**src/rtl/hlsm_pkg.sv**
```systemverilog
// Shared definitions for the HLSM Start/Done host: state encoding,
// default widths and the packed operand-triple width helper.
package hlsm_pkg;

  localparam int IN_W_DEF    = 16;
  localparam int Z_W_DEF     = 8;
  localparam int X_W_DEF     = 16;
  localparam int DEPTH_DEF   = 4;
  localparam int MIN_LAT_DEF = 2;
  localparam int TIMEOUT_DEF = 255;

  // 8-bit state register, same layout as the existing kernel-side FSMs
  typedef logic [7:0] state_t;

  localparam state_t ST_IDLE   = 8'd0;
  localparam state_t ST_LAUNCH = 8'd1;
  localparam state_t ST_WAIT   = 8'd2;
  localparam state_t ST_EMIT   = 8'd3;

  // Operands travel through the FIFO as one word {a, b, c}
  function automatic int triple_w(input int in_w);
    return 3 * in_w;
  endfunction

endpackage

```
**src/rtl/hlsm_host_if.sv**
```systemverilog
// Operand-in / result-out streams of the HLSM host. The master side is the
// feeder/consumer, the slave side is the host itself.
interface hlsm_host_if
  import hlsm_pkg::*;
#(
  parameter int IN_W = IN_W_DEF,
  parameter int Z_W  = Z_W_DEF,
  parameter int X_W  = X_W_DEF
);

  logic            in_valid;
  logic            in_ready;
  logic [IN_W-1:0] in_a;
  logic [IN_W-1:0] in_b;
  logic [IN_W-1:0] in_c;

  logic            out_valid;
  logic            out_ready;
  logic [Z_W-1:0]  out_z;
  logic [X_W-1:0]  out_x;
  logic            out_err;

  modport master (
    output in_valid, in_a, in_b, in_c, out_ready,
    input  in_ready, out_valid, out_z, out_x, out_err
  );

  modport slave (
    input  in_valid, in_a, in_b, in_c, out_ready,
    output in_ready, out_valid, out_z, out_x, out_err
  );

endinterface

```
**src/rtl/hlsm_op_fifo.sv**
```systemverilog
// Small synchronous FIFO for operand triples. Pointers carry one extra wrap
// bit so full/empty need no separate occupancy counter.
module hlsm_op_fifo
  import hlsm_pkg::*;
#(
  parameter int W     = triple_w(IN_W_DEF),
  parameter int DEPTH = DEPTH_DEF
) (
  input  logic         Clk,
  input  logic         Rst,
  input  logic         push,
  input  logic         pop,
  input  logic [W-1:0] din,
  output logic         full,
  output logic         empty,
  output logic [W-1:0] dout
);

  localparam int AW = $clog2(DEPTH);

  logic [W-1:0] mem [DEPTH];
  logic [AW:0]  wptr;
  logic [AW:0]  rptr;
  logic         do_push;
  logic         do_pop;

  assign empty   = (wptr == rptr);
  assign full    = (wptr[AW] != rptr[AW]) && (wptr[AW-1:0] == rptr[AW-1:0]);
  assign do_push = push && !full;
  assign do_pop  = pop && !empty;
  assign dout    = mem[rptr[AW-1:0]];

  // Pointer update; wraps modulo DEPTH through the low AW bits
  always_ff @(posedge Clk or posedge Rst) begin
    if (Rst) begin
      wptr <= '0;
      rptr <= '0;
    end else begin
      if (do_push) wptr <= wptr + (AW+1)'(1);
      if (do_pop)  rptr <= rptr + (AW+1)'(1);
    end
  end

  // Storage array; contents are don't-care until written
  always_ff @(posedge Clk) begin
    if (do_push) mem[wptr[AW-1:0]] <= din;
  end

endmodule

```
**src/rtl/hlsm_host.sv**
```systemverilog
// Initiator side of the HLSM Start/Done protocol: buffers operand triples,
// launches one kernel run per triple, captures z/x (or flags a timeout) and
// hands the result downstream with valid/ready.
module hlsm_host
  import hlsm_pkg::*;
#(
  parameter int IN_W    = IN_W_DEF,
  parameter int Z_W     = Z_W_DEF,
  parameter int X_W     = X_W_DEF,
  parameter int DEPTH   = DEPTH_DEF,
  parameter int MIN_LAT = MIN_LAT_DEF,
  parameter int TIMEOUT = TIMEOUT_DEF
) (
  input  logic            Clk,
  input  logic            Rst,
  hlsm_host_if.slave      bus,
  output logic            Start,
  input  logic            Done,
  output logic [IN_W-1:0] a,
  output logic [IN_W-1:0] b,
  output logic [IN_W-1:0] c,
  input  logic [Z_W-1:0]  z,
  input  logic [X_W-1:0]  x,
  output logic            busy,
  output logic [15:0]     run_count
);

  localparam int TW = triple_w(IN_W);
  localparam int CW = $clog2(TIMEOUT + 1);

  state_t         state;
  logic [CW-1:0]  wait_cnt;
  logic [Z_W-1:0] res_z;
  logic [X_W-1:0] res_x;
  logic           res_err;

  logic           fifo_full;
  logic           fifo_empty;
  logic           fifo_push;
  logic           fifo_pop;
  logic [TW-1:0]  fifo_dout;

  // Ready depends on full only, so a pop never frees a slot in the same cycle
  assign bus.in_ready = !fifo_full;
  assign fifo_push    = bus.in_valid && bus.in_ready;
  assign fifo_pop     = (state == ST_IDLE) && !fifo_empty;

  hlsm_op_fifo #(
    .W     (TW),
    .DEPTH (DEPTH)
  ) u_fifo (
    .Clk   (Clk),
    .Rst   (Rst),
    .push  (fifo_push),
    .pop   (fifo_pop),
    .din   ({bus.in_a, bus.in_b, bus.in_c}),
    .full  (fifo_full),
    .empty (fifo_empty),
    .dout  (fifo_dout)
  );

  // Start decodes straight from state so reset removes it asynchronously
  assign Start         = (state == ST_LAUNCH);
  assign bus.out_valid = (state == ST_EMIT);
  assign bus.out_z     = res_z;
  assign bus.out_x     = res_x;
  assign bus.out_err   = res_err;
  assign busy          = (state != ST_IDLE) || !fifo_empty;

  // Run sequencer: pop -> Start pulse -> wait for Done/timeout -> emit.
  // Done is only honoured in WAIT once MIN_LAT cycles have passed, which
  // masks a Done level still high from the previous run.
  always_ff @(posedge Clk or posedge Rst) begin
    if (Rst) begin
      state     <= ST_IDLE;
      wait_cnt  <= '0;
      a         <= '0;
      b         <= '0;
      c         <= '0;
      res_z     <= '0;
      res_x     <= '0;
      res_err   <= 1'b0;
      run_count <= '0;
    end else begin
      case (state)
        ST_IDLE: begin
          if (!fifo_empty) begin
            {a, b, c} <= fifo_dout;
            state     <= ST_LAUNCH;
          end
        end
        ST_LAUNCH: begin
          wait_cnt <= '0;
          state    <= ST_WAIT;
        end
        ST_WAIT: begin
          if (wait_cnt != '1) wait_cnt <= wait_cnt + CW'(1);
          if (Done && (wait_cnt >= CW'(MIN_LAT))) begin
            res_z     <= z;
            res_x     <= x;
            res_err   <= 1'b0;
            run_count <= run_count + 16'd1;
            state     <= ST_EMIT;
          end else if (wait_cnt == CW'(TIMEOUT)) begin
            res_z   <= '0;
            res_x   <= '0;
            res_err <= 1'b1;
            state   <= ST_EMIT;
          end
        end
        ST_EMIT: begin
          if (bus.out_ready) state <= ST_IDLE;
        end
        default: state <= ST_IDLE;
      endcase
    end
  end

endmodule
```
**src/flat_wrapper.sv**
```systemverilog
// flat-port wrapper written by rule: the top's interface ports become plain ports
module hlsm_host_flat import hlsm_pkg::*;
#(
  parameter int IN_W    = IN_W_DEF,
  parameter int Z_W     = Z_W_DEF,
  parameter int X_W     = X_W_DEF,
  parameter int DEPTH   = DEPTH_DEF,
  parameter int MIN_LAT = MIN_LAT_DEF,
  parameter int TIMEOUT = TIMEOUT_DEF
)
  (Clk, Rst, Start, Done, a, b, c, z, x, busy, run_count, bus_in_valid, bus_in_a, bus_in_b, bus_in_c, bus_out_ready, bus_in_ready, bus_out_valid, bus_out_z, bus_out_x, bus_out_err);
  hlsm_host_if #(.IN_W(IN_W), .Z_W(Z_W), .X_W(X_W)) bus_i ();
  input  logic Clk;
  input  logic Rst;
  output logic Start;
  input  logic Done;
  output logic [IN_W-1:0] a;
  output logic [IN_W-1:0] b;
  output logic [IN_W-1:0] c;
  input  logic [Z_W-1:0] z;
  input  logic [X_W-1:0] x;
  output logic busy;
  output logic [15:0] run_count;
  input wire logic [$bits(bus_i.in_valid)-1:0] bus_in_valid;
  input wire logic [$bits(bus_i.in_a)-1:0] bus_in_a;
  input wire logic [$bits(bus_i.in_b)-1:0] bus_in_b;
  input wire logic [$bits(bus_i.in_c)-1:0] bus_in_c;
  input wire logic [$bits(bus_i.out_ready)-1:0] bus_out_ready;
  output wire logic [$bits(bus_i.in_ready)-1:0] bus_in_ready;
  output wire logic [$bits(bus_i.out_valid)-1:0] bus_out_valid;
  output wire logic [$bits(bus_i.out_z)-1:0] bus_out_z;
  output wire logic [$bits(bus_i.out_x)-1:0] bus_out_x;
  output wire logic [$bits(bus_i.out_err)-1:0] bus_out_err;
  assign bus_i.in_valid = bus_in_valid;
  assign bus_i.in_a = bus_in_a;
  assign bus_i.in_b = bus_in_b;
  assign bus_i.in_c = bus_in_c;
  assign bus_i.out_ready = bus_out_ready;
  assign bus_in_ready = bus_i.in_ready;
  assign bus_out_valid = bus_i.out_valid;
  assign bus_out_z = bus_i.out_z;
  assign bus_out_x = bus_i.out_x;
  assign bus_out_err = bus_i.out_err;
  hlsm_host #(.IN_W(IN_W), .Z_W(Z_W), .X_W(X_W), .DEPTH(DEPTH), .MIN_LAT(MIN_LAT), .TIMEOUT(TIMEOUT)) u_core (.Clk(Clk), .Rst(Rst), .bus(bus_i), .Start(Start), .Done(Done), .a(a), .b(b), .c(c), .z(z), .x(x), .busy(busy), .run_count(run_count));
endmodule
```
**config.mk**
```make
export PLATFORM = sky130hd
export DESIGN_NAME = hlsm_host_flat
export DESIGN_NICKNAME = d
export VERILOG_FILES = /design/src/rtl/hlsm_pkg.sv /design/src/rtl/hlsm_host_if.sv /design/src/rtl/hlsm_op_fifo.sv /design/src/rtl/hlsm_host.sv /design/src/flat_wrapper.sv
export SDC_FILE = /design/constraint.sdc
export NUM_CORES = 1
export LEC_CHECK = 0
export BUFFER_PORTS_ARGS = -buffer_cell sky130_fd_sc_hd__buf_2
export CAP_MARGIN = 20
export CORE_AREA = 4 4 142 144
export DETAILED_ROUTE_END_ITERATION = 10
export DIE_AREA = 0 0 146 148
export PLACE_DENSITY = 0.89
export SETUP_SLACK_MARGIN = 0.15
export SKIP_LAST_GASP = 1
export SLEW_MARGIN = 5
export SYNTH_ARGS = -nofsm -noshare
export SYNTH_HDL_FRONTEND = slang
export SYNTH_SLANG_ARGS = --single-unit
```
**constraint.sdc**
```tcl
create_clock -name Clk -period 7.65 [get_ports Clk]
set_input_delay 0 -clock Clk [delete_from_list [all_inputs] [get_ports Clk]]
set_output_delay 0 -clock Clk [all_outputs]
set_load 0.02 [all_outputs]
```
* Yosys cells after proc, flatten, opt, wreduce, memory -nomap -nowiden
Memory sizes are Yosys's and may differ from the RTL's. A register that Yosys moved wholly into a read port is not among the register bits.
Index checks and enable logic that the tools add are counted.
** Word-level totals
- Register bits :: 63
- Latch bits :: 0
- RAM bits :: 192
- Memory bits (read-only) :: 0
- Bits of input ports :: 77
- Output and inout bits :: 93
- Logic and storage cells :: 60
- Memories kept :: 1
** Cells by class
- Add/subtract/negate cells :: 4
- Multiply operators :: 0
- Div/mod/pow operators :: 0
- Magnitude comparators :: 1
- Eq/ne operators :: 12
- Shifts and indexed selects :: 0
- Multiplexer cells :: 15
- Bitwise logic cells :: 1
- Reduce and logical (&&, ||, !) cells :: 18
** Memory list
- u_core.u_fifo.mem :: depth 4, bits a word 48, rd ports 1, clocked after Yosys merged registers in 1, write ports 1, RTL line hlsm_op_fifo.sv:21 : logic [W-1:0] mem [DEPTH];
** Operators by type and width (number)
- $mux W8 :: 7
- $mux W16 :: 2
- $pmux W8 S4 :: 1
- $add A16 B1 Y16 const B :: 1
- $eq A8 B2 Y1 const B :: 2
- $pmux W8 S2 :: 1
- $add A8 B1 Y8 const B :: 1
- $eq A8 B1 Y1 const B :: 1
- $eq A8 B8 Y1 const B :: 1
- $ge A8 B2 Y1 const B :: 1
- $logic_not A8 Y1 :: 1
- $ne A8 B8 Y1 const B :: 1
- $reduce_and A2 Y1 :: 4
- $reduce_bool A8 Y1 :: 1
- $add A3 B1 Y3 const B :: 2
- $logic_and A1 B1 Y1 :: 6
- $mux W1 :: 4
- $ne A2 B2 Y1 const B :: 2
- $reduce_bool A2 Y1 :: 2
- $eq A3 B3 Y1 :: 1
- $ne A3 B1 Y1 const B :: 1
- $reduce_and A3 Y1 :: 1
- $eq A2 B2 Y1 :: 1
- $logic_not A1 Y1 :: 2
- other kinds (4) :: 4

* Logic depth before layout (Yosys ltp)
- Depth after elaboration :: 7
- Depth in mapped cells :: 7

* Hierarchy
A second synthesis with hierarchy kept.
** Second synthesis, totals
- Cell total of the unflattened synthesis :: 589
- Area total of the unflattened synthesis :: 11472.3 um^2
** By module, submodules not included
- hlsm_op_fifo :: times used 1, cells each 301, area each 7390.8 um^2
- hlsm_host :: times used 1, cells each 288, area each 4081.4 um^2

* Worst setup path after synthesis
Ideal clock, no wire load.
- Path kind :: register -> register
- Start point :: register u_core.u_fifo.rptr[0]
- End point :: memory u_core.u_fifo.mem[3][0] (netlist name), enable pin
- Setup time :: 0.412 ns
- Arrival time :: 2.297 ns
- Data required time :: 7.238 ns
- Setup slack :: 4.941 ns
- Cell stages (with the launch flop) :: 6
- Buffers on the path :: 2
- Path through :: dfrtp_1 -> buf_2 -> buf_6 -> xnor2_1 -> a31oi_4 -> and2_1
** On the way
- Cells in the longest elaborated chain, start to end :: 7
** Ends and longest elaborated chain
- from (decl) :: RTL line hlsm_op_fifo.sv:23 : logic [AW:0] rptr;
- from (signal assigned) :: RTL line hlsm_op_fifo.sv:40 : if (do_pop) rptr <= rptr + (AW+1)'(1);
- $eq A2 B2 Y1 * :: RTL line hlsm_op_fifo.sv:28 : assign full = (wptr[AW] != rptr[AW]) && (wptr[AW-1:0] == rptr[AW-1:0]);
- $logic_and A1 B1 Y1 * :: RTL line hlsm_op_fifo.sv:28
- $logic_not A1 Y1 * :: RTL line hlsm_op_fifo.sv:29, hlsm_host.sv:44
- $logic_and A1 B1 Y1 :: RTL line hlsm_host.sv:45 : assign fifo_push = bus.in_valid && bus.in_ready;
- $logic_and A1 B1 Y1 * :: RTL line hlsm_op_fifo.sv:29 : assign do_push = push && !full;
- $mux W1 * :: RTL line hlsm_op_fifo.sv:46 : if (do_push) mem[wptr[AW-1:0]] <= din;
- $mux W1 (not written as such) * :: RTL line hlsm_op_fifo.sv:46
- to (decl) :: RTL line hlsm_op_fifo.sv:21
Every way passes the cells marked *; elsewhere a longest branch is shown, timed or not.

* Worst setup path in the final report
- Start point :: register u_core.u_fifo.rptr[0]
- End point :: register u_core.a[12]
** On the way
- Cells in the longest elaborated chain, start to end :: 3
** Ends and longest elaborated chain
- $eq A3 B3 Y1 :: RTL line hlsm_op_fifo.sv:27 : assign empty = (wptr == rptr);
- $not A1 Y1 (no line)
- $reduce_and A2 Y1 (no line)
- to (signal assigned) :: RTL line hlsm_host.sv:88 : {a, b, c} <= fifo_dout;
- to (decl) :: RTL line hlsm_host.sv:19 : output logic [IN_W-1:0] a,
Several ways; a longest one is shown, not always the timed one.
A chain may end at the register's enable or synchronous reset.

==> flow_summary_export.csv <==
group,metric,value,unit
status,outcome,"finished clean",
yosys,synth_edf_count,192,
clocking,htree_levels,1,
yosys,synthCells,578,
setup_path,r2r_cells,5,
yosys,syn_area,11400,sq um
final_layout,stdcell_count,1096,
clocking,clkLatencyLatePin,0.54,ns
sta,period_share,42.9,%
global_route,grt-ovfl-total,0,
floorplan,core.rowCount,50,
clocking,tritoncts,"done",
final_layout,area.growth.synth_to_final,25.2,%
setup_path,critPathLaunch,"u_core.u_fifo.rptr[0]",
yosys,avgSynthCellArea,19.8,sq um
pwr,internal_power,4040,uW
route,vias_per_cell,5.95,
yosys,yosys_warnings,0,
pwr,ir_drop,0.244,mV
route,antenna_left,0,
final_layout,layout_commonest_cell,"edfxtp_1",
place,place_congestion,0.849,
setup_path,arrival,3.70,ns
route,wl_per_cell,24.2,um
final_layout,final_nets,928,
yosys,synth_cell_types,44,
clocking,clk_pin_slew,0.06,ns
yosys,async_flop_share,35.4,%
yosys,ys_seq_elements,297,
sta,fin_tns_setup,0,ns
route,vias,6520,
floorplan,ios,170,
pwr,swShare,32.6,%
sta,relSlewSlack,31.0,%
place,dp_cells,965,
final_layout,nFillCells,904,
sta,finalCriticalPeriod,3.28,ns
setup_path,critical-path-slowest-cell,"o31ai_4",
global_route,grt_pass1_wl,41.3,mm
yosys,synth_flop_cell,"edfxtp_1",
clocking,numCtsBuffers,29,
sta,maxSlewViolCount,0,
setup_path,endpoint_kind,"flop",
setup_path,startpoint_type,"flop",
clocking,clock-root-buffer,"clkbuf_16",
route,drc,0,
place,port_buffers,169,
worst_hold_path,hold_path.class,"in2async",
sta,rsz0062_at_grt,"false",
route,drtPass1Iterations,5,
job,drv_cap,0,
sta,setup_violations,0,
yosys,synth-seq-area-share,73.5,%
final_layout,layout_common_cells,"edfxtp_1, buf_2, dfrtp_1",
setup_path,r2r-start,"u_core.u_fifo.rptr[0]",
sta,whs,0.0492,ns
clocking,cts_resized,0,
route,dr.first_iter.drc_count,476,
global_route,grt_pass1_vias,7114,
pwr,leakage,0.00564,uW
setup_path,rr_endpoint,"u_core.a[12]",
yosys,synthesis.nets,668,
floorplan,die_w,146,um
setup_path,critPathMaxStageDelay,0.84,ns
setup_path,crit_type,"reg2reg",
setup_path,worstPathCellList,"buf_12 > xor2_1 > o31ai_4 > buf_4 > mux2_2",
floorplan,dieArea,21600,sq um
pwr,p_clk_share,25.3,%
sta,tightest_slew,1.03,ns
setup_path,required,8.07,ns
clocking,cts.sinks,297,
global_route,grt_max_degree,66,
pwr,p_seq_share,41.7,%
pwr,power_per_cell_area,419,nW/um^2
clocking,clockBufferDepth,3,
setup_path,rrSetupSlack,4.37,ns
floorplan,dieHeight,148,um
pwr,p_sw,1950,uW
global_route,antenna_found_initial,1,
sta,finalHoldViolations,0,
global_route,grt_usage,24.8,%
pwr,power,5990,uW
sta,skew,0.0142,ns
floorplan,coreArea,18700,sq um
place,dpl.hpwl,14.9,mm
setup_path,path_max_fanout,33,
route,routed_wirelength,26.5,mm
floorplan,start_util,61.1,%
sta,max_freq,305,MHz
final_layout,layout-drive-gt1-share,38.3,%
pwr,combinationalPowerShare,33.0,%
how the worst max path moves through the flow:
| stage | end | cells after the start | slack, ns |
|---|---|---|---|
| 3_5_place_dp | u_core.a[6] | 4 | 4.24 |
| 4_1_cts | u_core.a[7] | 4 | 4.11 |
| 3_3_place_gp | u_core.c[13] | 4 | 4.37 |
| 6_report | u_core.a[12] | 5 | 4.37 |
| 5_1_grt | u_core.c[3] | 5 | 4.09 |
| 2_1_floorplan | u_core.a[0] | 1 | 4.89 |
routing by layer:
metal | global-route usage (%) | share of wire (%) | wire (um) | vias up
met4 | 8.89 | 3.4 | 909 | 0
met2 | 43.8 | 53 | 13900 | 362
met3 | 5.00 | 7.3 | 1920 | 62
met5 | 0 | 0 | 0 | -
li1 | - | - | - | 2797
met1 | 30.8 | 37 | 9730 | 3299
critical path: cells and delay by family, from the launching register on:
family                 cells  cell delay (ns)
flip-flops                 1             0.81
AO/OA/AOI/OAI              1             0.84
XOR/XNOR                   1             0.16
buffers and inverters      2             0.87
multiplexers               1             0.41
power groups by stage:
stage	registers (uW)	clock network [uW]	logic, uW
after detailed placement	2530	0	1860
after global placement	2500	0	1770
after global routing	2540	1620	2110
final	2500	1520	1980
after floorplan	2660	0	1170
after CTS	2530	1540	1940
cell type report:
cell class / instances / area (sq um) / share of cell area [%]
diodes: 1 / 2.50 / 0.0175
clock buffers: 41 / 771 / 5.39
clock inverters: 13 / 248 / 1.73
inverters: 14 / 55.1 / 0.385
multi-input cells: 243 / 2820 / 19.7
flip-flops and latches: 297 / 8400 / 58.7
well taps: 234 / 293 / 2.05
repair buffers: 253 / 1710 / 12.0
metrics by stage:
stage / instance area (sq um) / setup WS [ns] / utilization (%)
2_1_floorplan: 11400 / 4.89 / -
3_3_place_gp: 12500 / 4.37 / 66.6
3_5_place_dp: 12500 / 4.24 / 66.9
4_1_cts: 14300 / 4.11 / 76.4
5_1_grt: 14300 / 4.09 / 76.5
6_report: 14300 / 4.37 / 76.5
what timing repair did:
item	CTS	global route
setup buffers	0	0
hold buffers	75	0
endpoints found under the hold margin	260	0
logic make-up (layout without fill, tap and decap cells):
family / after synthesis / after routing / synth area share [%]
multiplexers: 100 / 100 / 14.6
adder cells (fa/ha/maj): 13 / 13 / 1.42
AO/OA/AOI/OAI: 47 / 47 / 3.54
AND/OR/NAND/NOR: 58 / 58 / 3.06
flip-flops: 297 / 297 / 73.5
other: 0 / 1 / 0
XOR/XNOR: 25 / 25 / 1.98
buffers and inverters: 38 / 321 / 1.94
sequential cells by signal, indices dropped and copies added (netlist names):
signal,cells
u_core.u_fifo.wptr,3
u_core.bus.out_z,8
u_core.bus.out_x,16
u_core.u_fifo.rptr,3
u_core.state,2
u_core.wait_cnt,8
u_core.bus.out_err,1
u_core.c,16
u_core.b,16
u_core.run_count,16
u_core.u_fifo.mem,192
u_core.a,16
Yosys cell counts (2+ instances only):
| cell | count | area share, % |
|---|---|---|
| nor2_1 | 5 | 0.16 |
| clkbuf_1 | 4 | 0.13 |
| buf_2 | 9 | 0.39 |
| a21oi_1 | 5 | 0.22 |
| edfxtp_1 | 192 | 50 |
| nand4_1 | 8 | 0.44 |
| nand3_1 | 9 | 0.39 |
| ha_1 | 13 | 1.4 |
| o21ai_0 | 5 | 0.22 |
| xor2_1 | 5 | 0.38 |
| and2_1 | 6 | 0.33 |
| dfrtp_1 | 105 | 23 |
| nor3_1 | 3 | 0.13 |
| buf_1 | 2 | 0.066 |
| and4_1 | 5 | 0.38 |
| xnor2_1 | 19 | 1.5 |
| a22o_1 | 24 | 1.8 |
| mux2_1 | 3 | 0.30 |
| mux4_2 | 48 | 9.5 |
| nor4_2 | 2 | 0.22 |
| nand2_1 | 8 | 0.26 |
| inv_1 | 14 | 0.46 |
| mux2_2 | 47 | 4.6 |
| buf_6 | 9 | 0.89 |
| and3_1 | 8 | 0.44 |
| o22ai_1 | 2 | 0.11 |
Note: power is estimated with default switching activity, not from simulation.
